==> src/rtl/logic_gate_unit.sv <==
// Registered WIDTH-bit bitwise logic unit with a one-deep valid/ready output stage.
// Chain mode substitutes the previous result (accumulator) for operand B.
module logic_gate_unit #(
  parameter int WIDTH = 8,
  parameter int CNT_W = 16
) (
  input  logic             clk,
  input  logic             rst_n,
  input  logic             in_valid,
  output logic             in_ready,
  input  logic [2:0]       op,
  input  logic [WIDTH-1:0] a,
  input  logic [WIDTH-1:0] b,
  input  logic             chain,
  input  logic             clr,
  output logic             out_valid,
  input  logic             out_ready,
  output logic [WIDTH-1:0] y,
  output logic             zero,
  output logic             parity,
  output logic [CNT_W-1:0] txn_cnt
);

  typedef enum logic [2:0] {
    OP_NOT  = 3'd0,
    OP_AND  = 3'd1,
    OP_OR   = 3'd2,
    OP_NAND = 3'd3,
    OP_NOR  = 3'd4,
    OP_XOR  = 3'd5,
    OP_XNOR = 3'd6,
    OP_PASS = 3'd7
  } op_e;

  logic [WIDTH-1:0] acc;
  logic [WIDTH-1:0] opnd_b;
  logic [WIDTH-1:0] result;
  logic             fire;

  // The output register is free when empty or being drained this cycle.
  assign in_ready = !out_valid || out_ready;
  assign fire     = in_valid && in_ready;

  // A clear in the same cycle as a chained command makes B read as zero.
  assign opnd_b = chain ? (clr ? '0 : acc) : b;

  always_comb begin
    // NOTE: default assigned before the case so no path leaves result unassigned (no latch).
    result = '0;
    unique case (op_e'(op))
      OP_NOT:  result = ~a;
      OP_AND:  result = a & opnd_b;
      OP_OR:   result = a | opnd_b;
      OP_NAND: result = ~(a & opnd_b);
      OP_NOR:  result = ~(a | opnd_b);
      OP_XOR:  result = a ^ opnd_b;
      OP_XNOR: result = ~(a ^ opnd_b);
      OP_PASS: result = a;
      default: result = '0;
    endcase
  end

  // NOTE: sequential state uses non-blocking assignments so every register samples pre-edge values.
  always_ff @(posedge clk or negedge rst_n) begin
    if (!rst_n) begin
      out_valid <= 1'b0;
      y         <= '0;
      zero      <= 1'b1;
      parity    <= 1'b0;
      acc       <= '0;
      txn_cnt   <= '0;
    end else begin
      if (fire) begin
        out_valid <= 1'b1;
        y         <= result;
        zero      <= ~|result;
        parity    <= ^result;
        acc       <= result;
        txn_cnt   <= txn_cnt + CNT_W'(1);
      end else begin
        if (out_ready) out_valid <= 1'b0;
        if (clr)       acc       <= '0;
      end
    end
  end

endmodule

==> config.mk <==
export PLATFORM = sky130hd
export DESIGN_NAME = logic_gate_unit
export DESIGN_NICKNAME = d
export VERILOG_FILES = /design/src/rtl/logic_gate_unit.sv
export SDC_FILE = /design/constraint.sdc
export NUM_CORES = 1
export LEC_CHECK = 0
export BUFFER_PORTS_ARGS = -buffer_cell sky130_fd_sc_hd__buf_2
export CORE_AREA = 4 4 96 62
export DETAILED_ROUTE_END_ITERATION = 10
export DIE_AREA = 0 0 100 66
export MAX_ROUTING_LAYER = met4
export PLACE_DENSITY = 0.71
export SLEW_MARGIN = 0
export SYNTH_ARGS = -nofsm -noshare
export SYNTH_HDL_FRONTEND = slang
export SYNTH_SLANG_ARGS = --single-unit
==> constraint.sdc <==
create_clock -name clk -period 3.22 [get_ports clk]
set_input_delay 0 -clock clk [delete_from_list [all_inputs] [get_ports clk]]
set_output_delay 0 -clock clk [all_outputs]
set_load 0.1 [all_outputs]
# Word level (Yosys, flattened, before mapping)
# Cells that the tools add are included.
[classes]
addsub = 1
n_eq_ne = 7
muxes = 6
n_bitwise = 7
n_reduce_logical = 8
[op_table]
columns = ["operator", "count"]
rows = [
  ["8-bit one-hot mux with 8 select lines", 1],
  ["8-bit NOT", 4],
  ["8-bit two-way mux", 3],
  ["16-bit by 1-bit adder with 16-bit output, second input constant", 1],
  ["3-bit equality test, second input constant", 4],
  ["8-bit AND", 1],
  ["8-bit bitwise OR", 1],
  ["8-bit OR reduction", 1],
  ["8-bit parity", 1],
  ["8-bit XOR", 1],
  ["3-bit by 2-bit equality test with 1-bit output, second input constant", 2],
  ["3-bit by 1-bit equality test with 1-bit output, second input constant", 1],
  ["3-bit zero test", 1],
  ["1-bit zero test", 2],
  ["1-bit two-way mux", 2],
  ["2-bit nonzero test", 1],
  ["1-bit logical AND", 1],
  ["1-bit logical OR", 1],
]
[word_totals]
regBits = 35
output_inout_bits = 28

# Depth between registers and ports, before layout
# Gate-level depths: netlist of run 1.
[logic_depth]
word_depth = 7
ltp_mapped = 12
depth_no_buf = 12

# Worst setup path before layout of run 1
# OpenSTA, ideal clock, no wires.
[synth_path]
path_kind = "register to register"
startpoint = "register out_valid"
endpoint = "register txn_cnt[6]"
setup_ps = 158
t_arrival_ps = 2470
required_time_ps = 3062
path_slack_ps = 592
path_stages_with_launch = 6
path_cell_list = "dfrtp_1 > nor2b_1 > inv_1 > nand2_1 > or3_1 > xnor2_1"
[synth_between]
elab_chain_len = 3
[synth_rtl]
columns = ["item", "line_no", "text"]
rows = [
  ["from (decl)", "16", "output logic out_valid,"],
  ["from (signal assigned)", "66", "out_valid <= 1'b0;"],
  ["from (signal assigned)", "74", "out_valid <= 1'b1;"],
  ["from (signal assigned)", "81", "if (out_ready) out_valid <= 1'b0;"],
  ["1-bit zero test", "41", "assign in_ready = !out_valid || out_ready;"],
  ["1-bit logical OR", "41", ""],
  ["named net in_ready", "10", "output logic in_ready,"],
  ["1-bit logical AND", "42", "assign fire = in_valid && in_ready;"],
  ["to (signal assigned)", "79", "txn_cnt <= txn_cnt + CNT_W'(1);"],
  ["to (decl)", "21", "output logic [CNT_W-1:0] txn_cnt"],
]
# The timed path passes the listed nets, and every way through them passes these cells.
# A chain may end at the register's enable or synchronous reset.

# Worst setup path after layout of run 1
[layout_path]
startpoint = "register acc[2]"
endpoint = "register parity"
[layout_between]
elab_chain_len = 6
word_cells_on_any_way = 10
[layout_rtl]
columns = ["item", "line_no", "text"]
rows = [
  ["from (decl)", "35", "logic [WIDTH-1:0] acc;"],
  ["from (signal assigned)", "78", "acc <= result;"],
  ["8-bit two-way mux (*)", "n/a", ""],
  ["8-bit two-way mux (*)", "45", "assign opnd_b = chain ? (clr ? '0 : acc) : b;"],
  ["8-bit XOR, or another cell as far along", "56, 57", ""],
  ["8-bit NOT (on tied branches)", "57, 54, 55", ""],
  ["8-bit one-hot mux with 8 select lines (*)", "50", "unique case (op_e'(op))"],
  ["8-bit parity (*)", "77", "parity <= ^result;"],
  ["to (signal assigned)", "77", ""],
  ["to (decl)", "20", "output logic parity,"],
]
# Mark *: on every way between the ends. The rest lies on a longest branch, timed or not.

==> results of run 1 <==
==> stage by stage <==
stage / hold WS, ps / util [%]
floorplan: -295.6 / -
global placement: 123.2 / 55.75
detailed placement: 118.6 / 55.75
CTS: 30.53 / 58.52
global route: 63.79 / 58.52
finish: 43.56 / 58.52
==> synthesized netlist by cell type, types with 2 or more instances <==
master,instances
nor2b_1,15
dfrtp_1,34
and2_1,2
a211oi_1,3
and3_1,2
clkbuf_1,7
a22o_1,2
xor2_1,4
nand4_1,4
xnor2_1,14
o31ai_1,3
nand2_1,45
ha_1,21
o32ai_1,6
mux2_2,10
nand3_1,6
a21oi_1,9
nor3_1,3
nor2_1,4
o21ai_0,18
a311oi_1,2
nand3b_1,2
nand2b_1,9
buf_2,5
inv_1,22
a221oi_1,2
or2_2,4
==> kinds of logic after synthesis <==
group,Yosys count
buffers and inverters,35
multiplexers,12
XOR/XNOR,18
flip-flops,35
AND/OR/NAND/NOR,103
AO/OA/AOI/OAI,51
adder cells (fa/ha/maj),21
==> power by group <==
group | internal, µW | switching (µW) | total (µW)
logic | 214 | 788 | 1000
registers | 528 | 85.8 | 614
clock network | 251 | 161 | 411
==> registers in the layout (all words and copies together), names as in the netlist <==
register / cells
acc: 8
out_valid: 1
parity: 1
txn_cnt: 16
y: 8
zero: 1
==> worst min-delay path by stage <==
| stage | cells past startpoint | startpoint | end | slack (ps) |
|---|---|---|---|---|
| 3_3_place_gp | 1 | rst_n | txn_cnt[8] | 120 |
| 5_1_grt | 4 | out_ready | out_valid | 60 |
| 4_1_cts | 4 | out_ready | out_valid | 30 |
| 6_report | 4 | out_ready | out_valid | 40 |
| 2_1_floorplan | 0 | rst_n | acc[0] | -300 |
| 3_5_place_dp | 1 | rst_n | txn_cnt[8] | 120 |
==> cell type report <==
type / count / area, µm² / share of cell area, %
inverters: 22 / 82.58 / 2.834
clock inverters: 2 / 35.03 / 1.202
multi-input cells: 205 / 1451 / 49.81
well taps: 66 / 82.58 / 2.834
clock buffers: 6 / 82.58 / 2.834
repair buffers: 57 / 302.8 / 10.39
flip-flops and latches: 35 / 877.1 / 30.10
==> per-layer routing <==
layer	vias to the layer above	track usage (%)	wire length (µm)
met2	50	27.82	2514
met1	995	28.34	2986
met3	5	3.688	293
met5	-	-	0
li1	1045	-	-
met4	0	3.866	40
==> cell usage in the layout, fill, tap and decap left out, types with 3 or more instances in the layout <==
master    synthesis  final
a21oi_1           9      9
inv_1            22     22
nor2b_1          15     15
a211oi_1          3      3
xnor2_1          14     14
nor3_1            3      3
xor2_1            4      4
o31ai_1           3      3
o21ai_0          18     18
ha_1             21     21
nand2b_1          9      9
dfrtp_1          34     34
nand4_1           4      4
clkbuf_8          0      6
nand2_1          45     45
mux2_2           10     10
buf_2             5     52
o32ai_1           6      6
nor2_1            4      4
nand3_1           6      6
buf_4             0      3
or2_2             4      4
==> worst reg2reg max path, cell delays in order (launching register included) <==
cell	delay, ps
dfrtp_1	360
nor2b_1	140
mux2_2	280
inv_1	60
ha_1	210
and2_1	160
o311a_1	280
o31ai_1	400
ha_1	320
xnor2_1	180
xnor2_1	140
o21ai_0	80
==> summary.md, run 1 <==
| Metric | Value |
|---|---|
| Leak | roughly 0.0014 µW |
| Clk buf depth | 2 |
| DR vias | about 2,100 |
| CTS tree | built |
| WL final | roughly 5800 µm |
| Final cycle utilization of the critical path | 84.51% |
| Share of cells above drive strength 1 | 25.08% |
| Top post-synthesis cells by area | dfrtp_1, ha_1, nand2_1, xnor2_1, mux2_2 |
| Crit-path max FO | 3 |
| Final Hold Vio Count | 0 |
| Max VDD drop | between 0.0004 and 0.0005 V |
| Post-route antenna net violation count | 0 |
| Post-synthesis sequential area ratio | between 30% and 40% |
| Final setup viols | 0 |
| Max Clock Freq | about 0.37 GHz |
| Worst path slowest cell | o31ai_1 |
| Worst-path clk slew | 80 ps |
| GP Congestion | around 0.85 |
| Final design instance area without fill | between 2000 and 3000 µm² |
| Synthesis-to-finish area growth | 17.80% |
| Worst reg-to-reg path cell count | 11 |
| Simple-Gate Fraction of Synth Area | approximately 22% |
| Reg2Reg Launch Point | acc[2] |
| Mux cell area share after synthesis | 5.867% |
| ANT cells | 0 |
| Clock Latency Late Sink | between 200 and 300 ps |
| Max Cap Viol | 0 |
| Residual DRC | 0 |
| Die span in y | approximately 66 µm |
| Reg2reg setup slack | 500 ps |
| Post-synth EDFFs | 0 |
| Startpoint Class | register |
| Post-synthesis xor/xnor area fraction | under 10% |
| CORE AREA | about 5000 µm² |
| Post-DP Area | between 2000 and 3000 µm² |
| First-pass GRT wire length | between 9000 and 10,000 µm |
| Worst Setup Path Type | register to register |
| Tmin final | 2721 ps |
| Worst-path cell chain | nor2b_1, mux2_2, inv_1, ha_1, and2_1, o311a_1, o31ai_1, ha_1, xnor2_1, xnor2_1, o21ai_0 |
| Worst slew pin tran | approximately 840 ps |
| Worst min-delay path class | input pin to register |
| Post-CTS Resized | 0 |
| Pin count of the biggest net entering global routing | 36 |
| Final Non-Filler Cells | about 390 |
| Cells after Synth | approximately 280 |
| PortBufs | 52 |
| Net Count, Synth | around 320 |
| Clock Tree Root | clkbuf_8 |
| Critical path origin | acc[2] |
| Number of buffers added by the clock tree synthesis step | 5 |
| Critical path depth | 11 |
| Worst path bufs/invs | 1 |
| Boundary Pins | 53 |
| Synth Area in Compound Gates | between 10% and 20% |
| Synth Register Bits | 35 |
| Slowest stage delay, CP | 400 ps |
| Final WS setup | about 500 ps |
| Worst Setup EP | parity |
| Congestion Overflow GR | 0 |
| Adder-cell share of the synthesized area | a little over a tenth |
| Ys async rst share | 100.0% |
| Syn_area_per_cell | 8.995 µm² |
| FILL cells | about 460 |
| Required time worst endpoint | approximately 3400 ps |
| H-tree depth | 2 |
| Initial Util | between 40% and 50% |
| FF-to-FF End | parity |
| Placement row count | 20 |
| Final Power | 2028 µW |
| CP top delay family | compound AO/OA/AOI/OAI gates |
| Hold-fix buffers, CTS | 2 |
| RSZ-0062 raised after global routing | no |
| Critical Path AT | between 2000 and 3000 ps |
| CP endpoint kind | register |
| DPL Wire Length | around 4400 µm |
| Place WS | roughly 520 ps |
| Top FF cell, synth | dfrtp_1 |
| Synthesized area | between 2000 and 2500 µm² |
| 1st-pass router iterations | 4 |
| Pwr dens | a little under 700 nW/µm² |
| GRT Total Usage | about 19% |
| Status | complete, no violations |
| DRT iter0 DRCs | slightly below 80 |
| Yosys warning count | 0 |
| Die Area | 6600 µm² |
| Die Span X | 100 µm |
| Netlist cell types | 44 |
| Max_slew headroom | a little over two fifths |
| Initial antenna violation count | 0 |
| Pins Over Slew Limit | 0 |
| Synth top area share | approximately a third |
| Post-CTS Setup Inserts | 0 |
| Largest family of logic cells by synthesized area | simple AND/OR/NAND/NOR gates |
| Post-DR wirelength/cell | around 15 µm |
| Total Neg Setup Slack | 0 ps |
| # placed instances | roughly 380 |
| Drt via density | ~5.3 |
| Clock skew | about 7.3 ps |
| Final net count | around 370 |
| Clk sinks | 35 |
| Dominant cell type by area after synthesis | dfrtp_1 |
| Vias in the first global route | around 2,000 |
Note: power is estimated with default switching activity, not from simulation.
==> run 2, diff against run 1 <==
Settings changed: PLACE_DENSITY 0.71 to 0.74.
Clock period 3.22 ns to 2.35 ns, I/O delays scaled along.
==> summary.md, run 2 (synthesis gave the netlist of run 1 again) <==
| Metric | Value |
|---|---|
| DR vias | between 2,000 and 2,500 |
| Post-DR wirelength/cell | roughly 15 µm |
| Clock skew | 10.12 ps |
| Max Cap Viol | 0 |
| Initial antenna violation count | 0 |
| Number of buffers added by the clock tree synthesis step | 5 |
| FILL cells | between 400 and 500 |
| Die span in y | between 60 and 70 µm |
| Leak | 0.001511 µW |
| Residual DRC | 0 |
| Worst path slowest cell | dfrtp_1 |
| Clock Latency Late Sink | between 200 and 300 ps |
| Slowest stage delay, CP | around 370 ps |
| Placement row count | 20 |
| Share of cells above drive strength 1 | about 36% |
| Required time worst endpoint | around 2500 ps |
| Congestion Overflow GR | 0 |
| CP endpoint kind | register |
| Pin count of the biggest net entering global routing | 36 |
| Pwr dens | approximately 890 nW/µm² |
| Max VDD drop | roughly 0.0011 V |
| Vias in the first global route | around 2,200 |
| PortBufs | 52 |
| Initial Util | 49.67% |
| Post-route antenna net violation count | 0 |
| Final Non-Filler Cells | approximately 410 |
| Worst-path clk slew | 80 ps |
| ANT cells | 0 |
| Min Hold Slack | roughly 35 ps |
| # placed instances | between 300 and 400 |
| Reg2Reg Launch Point | acc[2] |
| Critical path origin | acc[2] |
| Worst path bufs/invs | 1 |
| Failing checks | setup timing |
| Synthesis-to-finish area growth | 31.06% |
| Tmin final | approximately 2600 ps |
| Clock Tree Root | clkbuf_8 |
| CORE AREA | between 4000 and 5000 µm² |
| Worst-path cell chain | nor2b_4, mux2_4, inv_2, ha_4, and2_4, o311a_1, o31ai_2, ha_1, xnor2_2, xnor2_1, o21ai_1 |
| H-tree depth | 2 |
| DRT iter0 DRCs | 111 |
| GRT Total Usage | between 20 and 25% |
| Final Hold Vio Count | 0 |
| Max FFs per register | 16 |
| Final net count | 391 |
| First-pass GRT wire length | 10,240 µm |
| Critical Path AT | 2770 ps |
| Crit-path max FO | 2 |
| Clk buf depth | 2 |
| Startpoint Class | register |
| 1st-pass router iterations | 4 |
| Final cycle utilization of the critical path | 110.5% |
| Drt via density | between 5 and 6 |
| Worst min-delay path class | input pin to register |
| CP top delay family | compound AO/OA/AOI/OAI gates |
| Worst Setup Path Type | register to register |
| Most frequent cells in the layout | buf_2, nand2_1, dfrtp_1, buf_4, inv_1 |
| Max_slew headroom | about half |
| Boundary Pins | 53 |
| Final setup viols | 3 |
| GP Congestion | between 0.8 and 0.9 |
| Die Span X | around 100 µm |
| Most common cell after layout, fill and taps aside | buf_2 |
| Final WS setup | -247.7 ps |
| WL final | around 6000 µm |
| Worst slew pin tran | 752.1 ps |
| DPL Wire Length | around 4500 µm |
| Hold wc startpoint | out_ready |
| Pins Over Slew Limit | 0 |
| Clk sinks | 35 |
| Max Clock Freq | 0.3850 GHz |
| Top flop regs | txn_cnt (16), acc (8), y (8) |
| RSZ-0062 raised after global routing | yes |
| Die Area | about 6600 µm² |
| Most flops, register | txn_cnt |
| Status | finished with violations |
| CTS tree | built |
-- run 2: cell types whose count changed in the layout (fill, tap and decap cells not counted), moves of 3 or more --
cell / before / now
mux2_4: 0 / 4
buf_4: 3 / 21
mux2_2: 10 / 6
inv_1: 22 / 19
ha_4: 0 / 4
ha_1: 21 / 16
-- run 2: timing repair --
action / in CTS / in global routing
pin swaps: 7 / 8
gates resized for setup: 8 / 11
hold endpoints to repair: 35 / 0
endpoints found under the setup margin: 1 / 4
hold buffers: 2 / 0
buffers inserted: 3 / 2
-- run 2: area by class of cell --
class	instances	area (µm²)	area share, %
tap	66	82.58	2.547
sequential	35	879.6	27.13
clock buffer	5	68.82	2.123
timing repair buffer	76	457.9	14.13
inverter	22	86.33	2.663
multi-input combinational	205	1623	50.06
clock inverter	3	43.79	1.351
-- run 2: per-stage QoR --
step	worst slack, ps	instance area [µm²]	util (%)	TNS [ps]	total power (µW)
after global placement	-179.6	2959	59.42	-179.6	2274
final	-247.7	3242	65.10	-475.3	2895
after detailed placement	-237.3	2959	59.42	-237.3	2292
after CTS	-231.8	3159	63.44	-252.0	2865
after global routing	-301.9	3242	65.10	-677.3	3032
after floorplan	-84.13	2539	-	-213.0	1995
-- run 2: where the power goes --
group / internal (µW) / switching, µW / leakage [µW] / total, µW
Sequential: 726 / 118 / 0.000433 / 844
Clock: 316 / 228 / 0.0000581 / 544
Combinational: 384 / 1120 / 0.00102 / 1510
Total: 1430 / 1470 / 0.00151 / 2900
-- run 2: worst paths after layout --
kind	endpoint	cells past startpoint	slack, ps
max	parity	11	-250
min	out_valid	4	30
max reg2reg	parity	11	-250
min reg2reg	txn_cnt[15]	1	470
max in group asynchronous	txn_cnt[0]	2	1500
min in group asynchronous	txn_cnt[12]	2	320
-- run 2: routing by layer --
layer  wire length, µm  global-route usage, %
met5                 0                      -
met4                59                  5.042
met3               327                  4.531
met2              2695                  29.49
met1              2955                  28.12
-- run 2: worst reg2reg max path: cells and delay by family (launching register included) --
| kind | cells | cell delay [ps] |
|---|---|---|
| AOI/OAI and AO/OA | 3 | 670 |
| DFF | 1 | 370 |
| and+or+nand+nor | 2 | 290 |
| muxes | 1 | 280 |
| adders and majority gates | 2 | 490 |
| xor gates and xnor gates | 2 | 310 |
| buffers and inverters | 1 | 70 |
==> run 3, diff against run 2 <==
Settings changed: CELL_PAD_IN_SITES_DETAIL_PLACEMENT from default to 1, CELL_PAD_IN_SITES_GLOBAL_PLACEMENT from default to 1, CORE_AREA 4 4 96 62 to 4 4 111 71, DIE_AREA 0 0 100 66 to 0 0 115 75, PLACE_DENSITY 0.74 to 0.73, REMOVE_ABC_BUFFERS from default to 1.
==> summary.md, run 3 (synthesis gave the netlist of run 1 again) <==
| Metric | Value |
|---|---|
| Met3 routed WL | about 320 µm |
| DRT iter0 DRCs | approximately 110 |
| Worst Setup EP | parity |
| Post-route antenna net violation count | 0 |
| FF-to-FF End | parity |
| Number of buffers added by the clock tree synthesis step | 5 |
| Pwr dens | about 920 nW/µm² |
| GRT Total Usage | 18.61% |
| Synthesis-to-finish area growth | 32.42% |
| Max_slew headroom | ~45% |
| Congestion Overflow GR | 0 |
| Reg2reg setup slack | -240 ps |
| Post-DP Area | approximately 3000 µm² |
| GP Congestion | 0.7599 |
| Initial antenna violation count | 0 |
| Max FFs per register | 16 |
| Critical Path AT | 2750 ps |
| Final Hold Vio Count | 0 |
| FILL cells | ~840 |
| Initial Util | around 36% |
| CORE AREA | roughly 7000 µm² |
| H-tree depth | 2 |
| Reg area | around 880 µm² |
| Critical path origin | acc[2] |
| Clock Latency Late Sink | roughly 280 ps |
| Reg2Reg Launch Point | acc[2] |
| Die Area | ~8600 µm² |
| Pins Over Slew Limit | 0 |
| Top flop regs | txn_cnt (16), acc (8), y (8) |
| Final design instance area without fill | around 3300 µm² |
| Min Hold Slack | between 50 and 60 ps |
| Final setup viols | 1 |
| Worst Setup Path Type | register to register |
| Status | finished with violations |
| Clk buf depth | 2 |
| Required time worst endpoint | 2510 ps |
| Max VDD drop | between 0.0009 and 0.001 V |
| Worst-path clk slew | ~50 ps |
| Placement row count | 24 |
| Final cycle utilization of the critical path | 110.3% |
| Die span in y | around 75 µm |
| Worst reg-to-reg path cell count | 11 |
| CP endpoint kind | register |
| Max Cap Viol | 0 |
| Failing checks | setup timing |
| Residual DRC | 0 |
| DPL Wire Length | about 5600 µm |
| Final net count | slightly below 400 |
| Die Span X | 115 µm |
| Most flops, register | txn_cnt |
| Startpoint Class | register |
| Most frequent cells in the layout | buf_2, nand2_1, dfrtp_1, buf_4, inv_1 |
| DR vias | approximately 2,300 |
| Crit-path max FO | 2 |
| Worst slew pin tran | approximately 830 ps |
| Final WS setup | -242.2 ps |
| Share of cells above drive strength 1 | between 30% and 40% |
| Drt via density | 5.124 |
| Tmin final | about 2600 ps |
| Post-DR wirelength/cell | roughly 17 µm |
| Max Clock Freq | 0.3858 GHz |
| CTS tree | built |
| ANT cells | 0 |
| Clk sinks | 35 |
| RSZ-0062 raised after global routing | yes |
| WL met1 | roughly 3600 µm |
| Vias in the first global route | about 2,300 |
| Worst min-delay path class | input pin to register |
| Max Used Layer | met4 |
| Multi-input logic area | roughly 1600 µm² |
| Boundary Pins | 53 |
| Leak | around 0.0015 µW |
| PortBufs | 52 |
| First-pass GRT wire length | about 12,000 µm |
| Pin count of the biggest net entering global routing | 36 |
| Met2 routed WL | between 3000 and 4000 µm |
| Final core utilization | between 40% and 50% |
| Most common cell after layout, fill and taps aside | buf_2 |
| 1st-pass router iterations | 4 |
| Clock skew | 3.355 ps |
| Clock Tree Root | clkbuf_16 |
| WL final | ~7500 µm |
[run 3: routing by layer]
metal | global-route usage [%] | vias to the layer above
met4 | 3.906 | 0
met1 | 25.21 | 1118
met3 | 4.418 | 8
met2 | 28.59 | 47
li1 | - | 1092
met5 | - | -
[run 3: worst min-delay path by stage]
stage,from,endpoint,slack (ps),depth (start not counted)
finish,out_ready,out_valid,50,4
global route,out_ready,out_valid,60,4
CTS,out_ready,out_valid,50,4
detailed placement,rst_n,txn_cnt[0],150,1
global placement,rst_n,txn_cnt[0],140,1
floorplan,rst_n,acc[0],-300,0
[run 3: layout make-up]
class | count | share of cell area, %
multi-input cells | 205 | 48.20
flip-flops and latches | 35 | 26.78
inverters | 22 | 2.597
clock inverters | 1 | 0.1528
repair buffers | 81 | 14.74
well taps | 91 | 3.476
clock buffers | 7 | 4.049
[run 3: per-stage QoR]
| step | total power [µW] | setup WS, ps | instances | setup TNS, ps |
|---|---|---|---|---|
| floorplan | 1942 | -769.7 | 262 | -9460 |
| CTS | 3015 | -187.0 | 441 | -187.0 |
| detailed placement | 2301 | -317.5 | 429 | -317.5 |
| global route | 3173 | -340.7 | 442 | -450.5 |
| finish | 3009 | -242.2 | 442 | -242.2 |
| global placement | 2261 | -247.7 | 429 | -247.7 |
[run 3: what timing repair did]
| item | CTS | global route |
|---|---|---|
| pin swaps | 7 | 6 |
| setup buffers | 2 | 1 |
| resized for setup | 19 | 3 |
| hold endpoints to repair | 35 | 0 |
| setup endpoints to repair | 2 | 4 |
| hold buffers | 2 | 0 |
[run 3: power by group]
part           switching (µW)  internal [µW]
Clock                     248            392
Combinational            1140            381
Sequential                123            725
[run 3: critical path, cell delays in order, from the launching register on]
cell	delay, ps
dfrtp_1	350
nor2b_1	140
mux2_4	280
inv_1	70
ha_1	220
and2_4	170
o311a_1	290
o31ai_2	260
ha_1	320
xnor2_2	150
xnor2_1	160
o21ai_1	70
